## src/rtl/regfile_write_arbiter.sv

```systemverilog
// Write-port arbiter for the 32x32 register file: round-robin between ALU and load
// writeback, plus a one-register-per-cycle "clear all" sweep. Write port outputs are registered.
module regfile_write_arbiter #(
    parameter int NUM_REGS = 32,
    parameter int ADDR_W   = 5,
    parameter int DATA_W   = 32,
    parameter int ZERO_X0  = 1
) (
    input  logic              CLK,
    input  logic              reset,
    input  logic              req0_valid,
    input  logic [ADDR_W-1:0] req0_rd,
    input  logic [DATA_W-1:0] req0_data,
    output logic              req0_ready,
    input  logic              req1_valid,
    input  logic [ADDR_W-1:0] req1_rd,
    input  logic [DATA_W-1:0] req1_data,
    output logic              req1_ready,
    input  logic              clr_start,
    output logic              clr_busy,
    output logic              clr_done,
    output logic              wenable,
    output logic [ADDR_W-1:0] rd,
    output logic [DATA_W-1:0] Dc
);
    // Handshake: a requester holds valid/rd/data stable; the write is taken on the
    // rising edge where valid && ready. ready is combinational and never depends on
    // anything the requester does in response to it.
    typedef enum logic [1:0] {ARB = 2'd0, CLEAR = 2'd1, DONE = 2'd2} state_t;

    localparam logic [ADDR_W-1:0] LAST = ADDR_W'(NUM_REGS - 1);

    state_t            state;
    state_t            state_nx;
    logic              rr;
    logic [ADDR_W-1:0] cnt;
    logic              grant0;
    logic              grant1;
    logic              accept;
    logic              suppress;
    logic [ADDR_W-1:0] acc_rd;
    logic [DATA_W-1:0] acc_data;

    always_ff @(posedge CLK) begin
        if (!reset) state <= ARB;
        else        state <= state_nx;
    end

    always_comb begin
        state_nx = state;
        case (state)
            ARB:     if (clr_start) state_nx = CLEAR;
            CLEAR:   if (cnt == LAST) state_nx = DONE;
            DONE:    state_nx = ARB;
            default: state_nx = ARB;
        endcase
    end

    // Clear wins over pending requests; ready is also held low while reset is asserted.
    always_comb begin
        grant0   = 1'b0;
        grant1   = 1'b0;
        clr_busy = (state != ARB);
        clr_done = (state == DONE);
        if (state == ARB && !clr_start && reset) begin
            if (req0_valid && (!req1_valid || !rr)) grant0 = 1'b1;
            else if (req1_valid)                    grant1 = 1'b1;
        end
    end

    assign req0_ready = grant0;
    assign req1_ready = grant1;
    assign accept     = grant0 || grant1;
    assign acc_rd     = grant0 ? req0_rd : req1_rd;
    assign acc_data   = grant0 ? req0_data : req1_data;
    assign suppress   = (ZERO_X0 != 0) && (acc_rd == '0);

    always_ff @(posedge CLK) begin
        if (!reset) begin
            rr      <= 1'b0;
            cnt     <= '0;
            wenable <= 1'b0;
            rd      <= '0;
            Dc      <= '0;
        end else begin
            case (state)
                ARB: begin
                    cnt <= '0;
                    if (accept) begin
                        rd      <= acc_rd;
                        Dc      <= acc_data;
                        wenable <= !suppress;
                        // x0-suppressed accepts leave the pointer where it was
                        if (!suppress) rr <= ~rr;
                    end else begin
                        wenable <= 1'b0;
                    end
                end
                CLEAR: begin
                    wenable <= 1'b1;
                    rd      <= cnt;
                    Dc      <= '0;
                    cnt     <= cnt + ADDR_W'(1);
                end
                default: wenable <= 1'b0;
            endcase
        end
    end
endmodule

```

## config.mk

```make
export PLATFORM = sky130hd
export DESIGN_NAME = regfile_write_arbiter
export DESIGN_NICKNAME = d
export VERILOG_FILES = /design/src/rtl/regfile_write_arbiter.sv
export SDC_FILE = /design/constraint.sdc
export NUM_CORES = 1
export LEC_CHECK = 0
export CORE_AREA = 8 8 84 86
export DETAILED_ROUTE_END_ITERATION = 8
export DIE_AREA = 0 0 92 94
export PLACE_DENSITY = 0.8
export SYNTH_ARGS = -nofsm -noshare
export SYNTH_HDL_FRONTEND = slang
export SYNTH_SLANG_ARGS = --single-unit
```

## constraint.sdc

```tcl
create_clock -name CLK -period 2.5 [get_ports CLK]
set_input_delay 0.5 -clock CLK [delete_from_list [all_inputs] [get_ports CLK]]
set_output_delay 0.5 -clock CLK [all_outputs]
set_load 0.05 [all_outputs]
```

==> run metrics <==
result of the run=complete, no violations; post-route DRC violation count=0; post-cts gate resize count=0; post-detailed-placement half-perimeter wirelength=a little over 6000 um; total gr overflow=0; clock-pin slew on the worst setup and hold paths=approximately 80 ps; biggest area contributors in the synthesized netlist=dfxtp_1 (39%), o2111a_1 (11%), nor3b_1 (7.6%); detailed-route wire length=slightly above 8000 um; maximum fanout encountered on the critical timing path=8; Synth-to-Final Area Change=62.5%; Hold Fails Final Rpt=0; final routed wire length divided by cell count=approximately 17 um; max_slew headroom=64.9%; areal power density over the cells=~500 nW/um^2; average vias per placed instance=approximately 5.5; Setup Buffers After CTS=0; warning count from the yosys run=0; startpoint of the lowest-slack hold path=Dc[24]; slowest cell delay on critical path=roughly 560 ps; first-pass GRT wire length=~13000 um; global-route met2 utilization=a little under a third; Max Slew Vio Count=0; met3 usage=~6.5%; maximum level of the CTS H-tree=2; number of global-route vias before repair=approximately 2.7k; leading area contributor after synthesis=dfxtp_1; pin count of the biggest net entering global routing=39; Critical Path End Type=output pin; maximum root-to-sink buffer count=2; number of rows created at floorplan=28; count of buffers inserted at the top-level ports=120; Post-Syn Area=between 2000 and 2500 sq um; fraction of final layout cells sized beyond drive strength 1=8.66%; DR vias=between 2k and 3k; Data required, critical path=2000 ps; worst reg2reg path startpoint=state[0]; count leader, synth=dfxtp_1; diode insertion count for antenna repair=0; Die Width=~92 um; Storage cell area=921 sq um; met1 Resource Use GR=between 20% and 30%; most used flip-flop cell after synthesis=dfxtp_1; portion of synthesized cell area occupied by the leading cell type=approximately 39%; cell at the root of the clock tree=clkbuf_8; insertion delay of the later-clocked pin in the worst-skew pair=300 ps; path class of the lowest-slack min-delay path=flop to flop; Pleak=0.00144 uW; unrepaired setup endpoints after global routing=no; number of top-level pins=around 120; footprint of the multi-input gates=1330 sq um; Final TNS setup=0 ps; antenna violations before repair=0; slowest stage cell on the critical path=clkdlybuf4s50_1; Worst Path Class, Setup=input port to output pin; starting DRC count in detailed routing=roughly 140; finished layout cell area=3860 sq um; flops & latches, synth=46; Setup Viol. Count Final=0; placed standard-cell area=around 3700 sq um; number of clock buffers inserted by TritonCTS=5; Starting Density=41.4%; Cell Chain, Critical Path=clkdlybuf4s50_1 > a21boi_2 > nand2_1 > inv_1 > buf_12; max-cap viol count=0; total of fill cells in the finished design=between 500 and 600; routability congestion estimate from global placement=0.816; Num Clock Sinks=46; fmax=0.430 GHz; launching instance or port of the critical path=req0_valid; first-pass iteration count of the detailed router=4; Die Span Y=~94 um; average size of a mapped cell=roughly 8.3 sq um; worst clock skew on the final layout=approximately 7 ps; area inside the core boundary=5750 sq um; TritonCTS clock tree=built; highest-utilization routing layer at the global route stage=met2; number of nets in the final layout=between 400 and 500; measured slew at the worst slew-check pin=~520 ps; number of enable-type register cells in the synthesized netlist=0; crit path time final=roughly 2300 ps; worst IR drop on VDD=approximately 0.00024 V; top cells by instance count after synthesis=dfxtp_1 (46), nor2_1 (45), o21ai_0 (27), nand2_1 (26); overall global routing resource usage=between 10% and 20%; Post-Synthesis Cells=around 290; Tcrit/Tclk final=between 90% and 100%; Detail Route Antenna Nets=0; FFs w/ async S/R, synth=0%; total die area=8650 sq um; # hold bufs at CTS=0; Synthesized Nets=roughly 370; Final Power=between 1500 and 2000 uW; Arr. time, crit path=1830 ps; count of different cell masters after synthesis=36; nature of the critical path startpoint=input port; share of the yosys chip area belonging to registers=38.7%
cells in the final DEF, fill, tap and decap left out, types with 4 or more instances in the layout:
cell / instances
nand2_1: 26
o2111a_1: 24
o21ai_0: 27
clkdlybuf4s50_1: 118
clkbuf_8: 6
dfxtp_1: 46
nand3_1: 10
a311oi_1: 8
nor3b_1: 24
a21oi_1: 4
o32ai_1: 4
nor2_1: 45
and3_1: 7
buf_4: 17
logic make-up after synthesis:
group	count (synthesis)	synth area share, %
compound gates	78	25.8
mux	1	0.474
fa+ha+maj	2	1.05
simple gates	128	28.1
flops	46	38.7
buf+inv	31	5.89
power breakdown:
part | internal (uW) | switching, uW | leakage (uW)
registers | 762 | 19.2 | 0.000374
clock network | 426 | 244 | 0.0000714
logic | 234 | 256 | 0.000995
worst max-delay path, delay by kind of cell:
kind | cells | cell delay, ps
AOI/OAI and AO/OA | 1 | 380
and+or+nand+nor | 1 | 130
buffers and inverters | 3 | 810
state kept, by name, summed over array words and instances (netlist names):
name     cells
cnt          5
state        2
rd           5
wenable      1
rr           1
Dc          32
metal layers:
layer / share of wire [%] / up-vias
met2: 47 / 101
li1: - / 1285
met4: 1.9 / 0
met1: 44 / 1226
met3: 7.6 / 15
met5: 0 / -
path summary, 6_finish.rpt:
path                            depth (start not counted)  slack, ps    endpoint
worst min-delay path                                    2        500      Dc[24]
worst max register to register                          6        600      Dc[26]
worst max-delay path                                    5        170  req0_ready
worst min register to register                          2        500      Dc[24]
through the flow:
stage | hold slack (ps) | util [%] | cells | setup WS, ps
global route | 525 | 67.2 | 479 | 64.6
CTS | 499 | 67.2 | 479 | 170
global placement | 483 | 64.7 | 471 | 205
floorplan | 464 | - | 286 | 270
detailed placement | 492 | 64.7 | 471 | 120
finish | 498 | 67.2 | 479 | 175
cell type report:
type | instances | share of cell area (%)
sequential | 46 | 23.8
clock buffer | 6 | 2.14
timing repair buffer | 138 | 35.4
clock inverter | 2 | 1.55
tap | 75 | 2.43
inverter | 3 | 0.292
multi-input combinational | 209 | 34.3
No activity file was read; power rests on OpenSTA's default activity.
==> variant: new RTL, same flow settings <==
The parameter `ADDR_W` goes from 5 to 6.
--- a/src/rtl/regfile_write_arbiter.sv
+++ b/src/rtl/regfile_write_arbiter.sv
@@ -4,3 +4,3 @@
     parameter int NUM_REGS = 32,
-    parameter int ADDR_W   = 5,
+    parameter int ADDR_W   = 6,
     parameter int DATA_W   = 32,
Interface: changed (resized rd, req0_rd and req1_rd); port bits go from 121 to 124. No check against the original RTL was run, so the function may have changed too.
==> variant against the unedited design <==
Sequential cell count is 2 higher; synthesized cell count is 28% lower; cell area is 8.2% lower; area after synthesis is 9.5% lower; critical path type is now flip-flop to primary output; wire length is 16% lower; worst setup slack worse by 59 ps; via count is 23% lower; highest routed layer unchanged; power is 13% lower.
==> variant: results (changes against the unedited design) <==
- The maximum resistive drop on vdd is 0.355 mV (+45%).
- The fill cell instance count of the final layout was 519 (-0.19%).
- The HPWL reported at the end of detailed placement is 5250 um (-14%).
- In the post-synthesis netlist, the biggest area contributors are sky130_fd_sc_hd__dfxtp_1 (45%), sky130_fd_sc_hd__mux2i_1 (17%), sky130_fd_sc_hd__o2bb2ai_1 (15%), sky130_fd_sc_hd__nand2b_1 (2.6%), sky130_fd_sc_hd__nor2b_1 (2.0%).
- The net count after synthesis came to 289 (-21%).
- The portion of the post-synthesis area used by sequential elements came to 0.447 (+0.0594).
- The first-pass GRT wire length is 10800 um (-18%).
- The via-per-instance ratio is 5.03 (-8.3%).
- The largest clock skew in the final design is 9.99 ps (+3.04 ps).
- The global-route track usage on met2 is 0.262 (-0.0411).
- The start point of the worst hold path is Dc[4]$_SDFFE_PN0P_.
- The worst slack on hold paths is 466 ps (-31.5 ps).
- The flow ran to the end, and the final reports show no timing, DRC or antenna violations.
- The all-layer global routing usage came to 0.153 (-0.0319).
- The beginning of the worst register-to-register path is state[1]$_SDFFE_PN0P_.
- The kind of launch point of the worst setup path is a flip-flop.
- The sum of met2 wire segment lengths after detailed routing is 3170 um (-16%).
- The slew of the pin with the lowest slew margin came to 635 ps (+110 ps).
- The met1 demand-to-capacity share in global routing is 0.182 (-0.0362).
- The compound-cell area share of the yosys netlist is 0.216 (-0.0415).
- For hold timing, the worst endpoint is Dc[4]$_SDFFE_PN0P_.
- The fraction of synthesized cell area in xor and xnor cells is 0.00407 (+0.00407).
- The number of DRC violations after detailed-routing iteration 0 is 46 (-66%).
- The met3 track demand over resource in global routing was 0.0440 (-0.0208).
- The layout buffering overhead excluding clock cells is 0.364 (+0.00918).
- The via count of the first global-routing pass is 2146 (-21%).
- The largest stage delay on the critical path is 810 ps (+250 ps).
- The number of I/O port buffers was 123 (+2.5%).
- The final routed wirelength across all metal layers is 6750 um (-16%).
- The share of post-route cells with drive strength above 1 is 0.0549 (-0.0318).
- The net count of the finished layout is 410 (-15%).
- The flop-to-flop setup slack is 680 ps (+80 ps).
- The number of instances in the synthesized netlist was 207 (-28%).
- The average wire per cell in the routed design is 16.8 um (-0.71%).
[variant: cell types whose count changed after synthesis, moves of 5 or more]
cell / before / now
sky130_fd_sc_hd__a311oi_1: 8 / 0
sky130_fd_sc_hd__buf_2: 7 / 2
sky130_fd_sc_hd__clkbuf_1: 17 / 7
sky130_fd_sc_hd__mux2i_1: 0 / 36
sky130_fd_sc_hd__nand2_1: 26 / 7
sky130_fd_sc_hd__nand2b_1: 1 / 9
sky130_fd_sc_hd__nand3_1: 10 / 3
sky130_fd_sc_hd__nor2_1: 45 / 5
sky130_fd_sc_hd__nor3b_1: 24 / 1
sky130_fd_sc_hd__o2111a_1: 24 / 0
sky130_fd_sc_hd__o21ai_0: 27 / 6
sky130_fd_sc_hd__o2bb2ai_1: 0 / 38
[variant: worst max-delay path by stage]
stage / endpoint / slack, ps / cells after the start
floorplan: clr_done / 640 / 2
global placement: req0_ready / 220 / 5
detailed placement: req0_ready / 210 / 5
CTS: clr_busy / 120 / 2
global route: clr_busy / 50 / 2
finish: clr_busy / 120 / 2
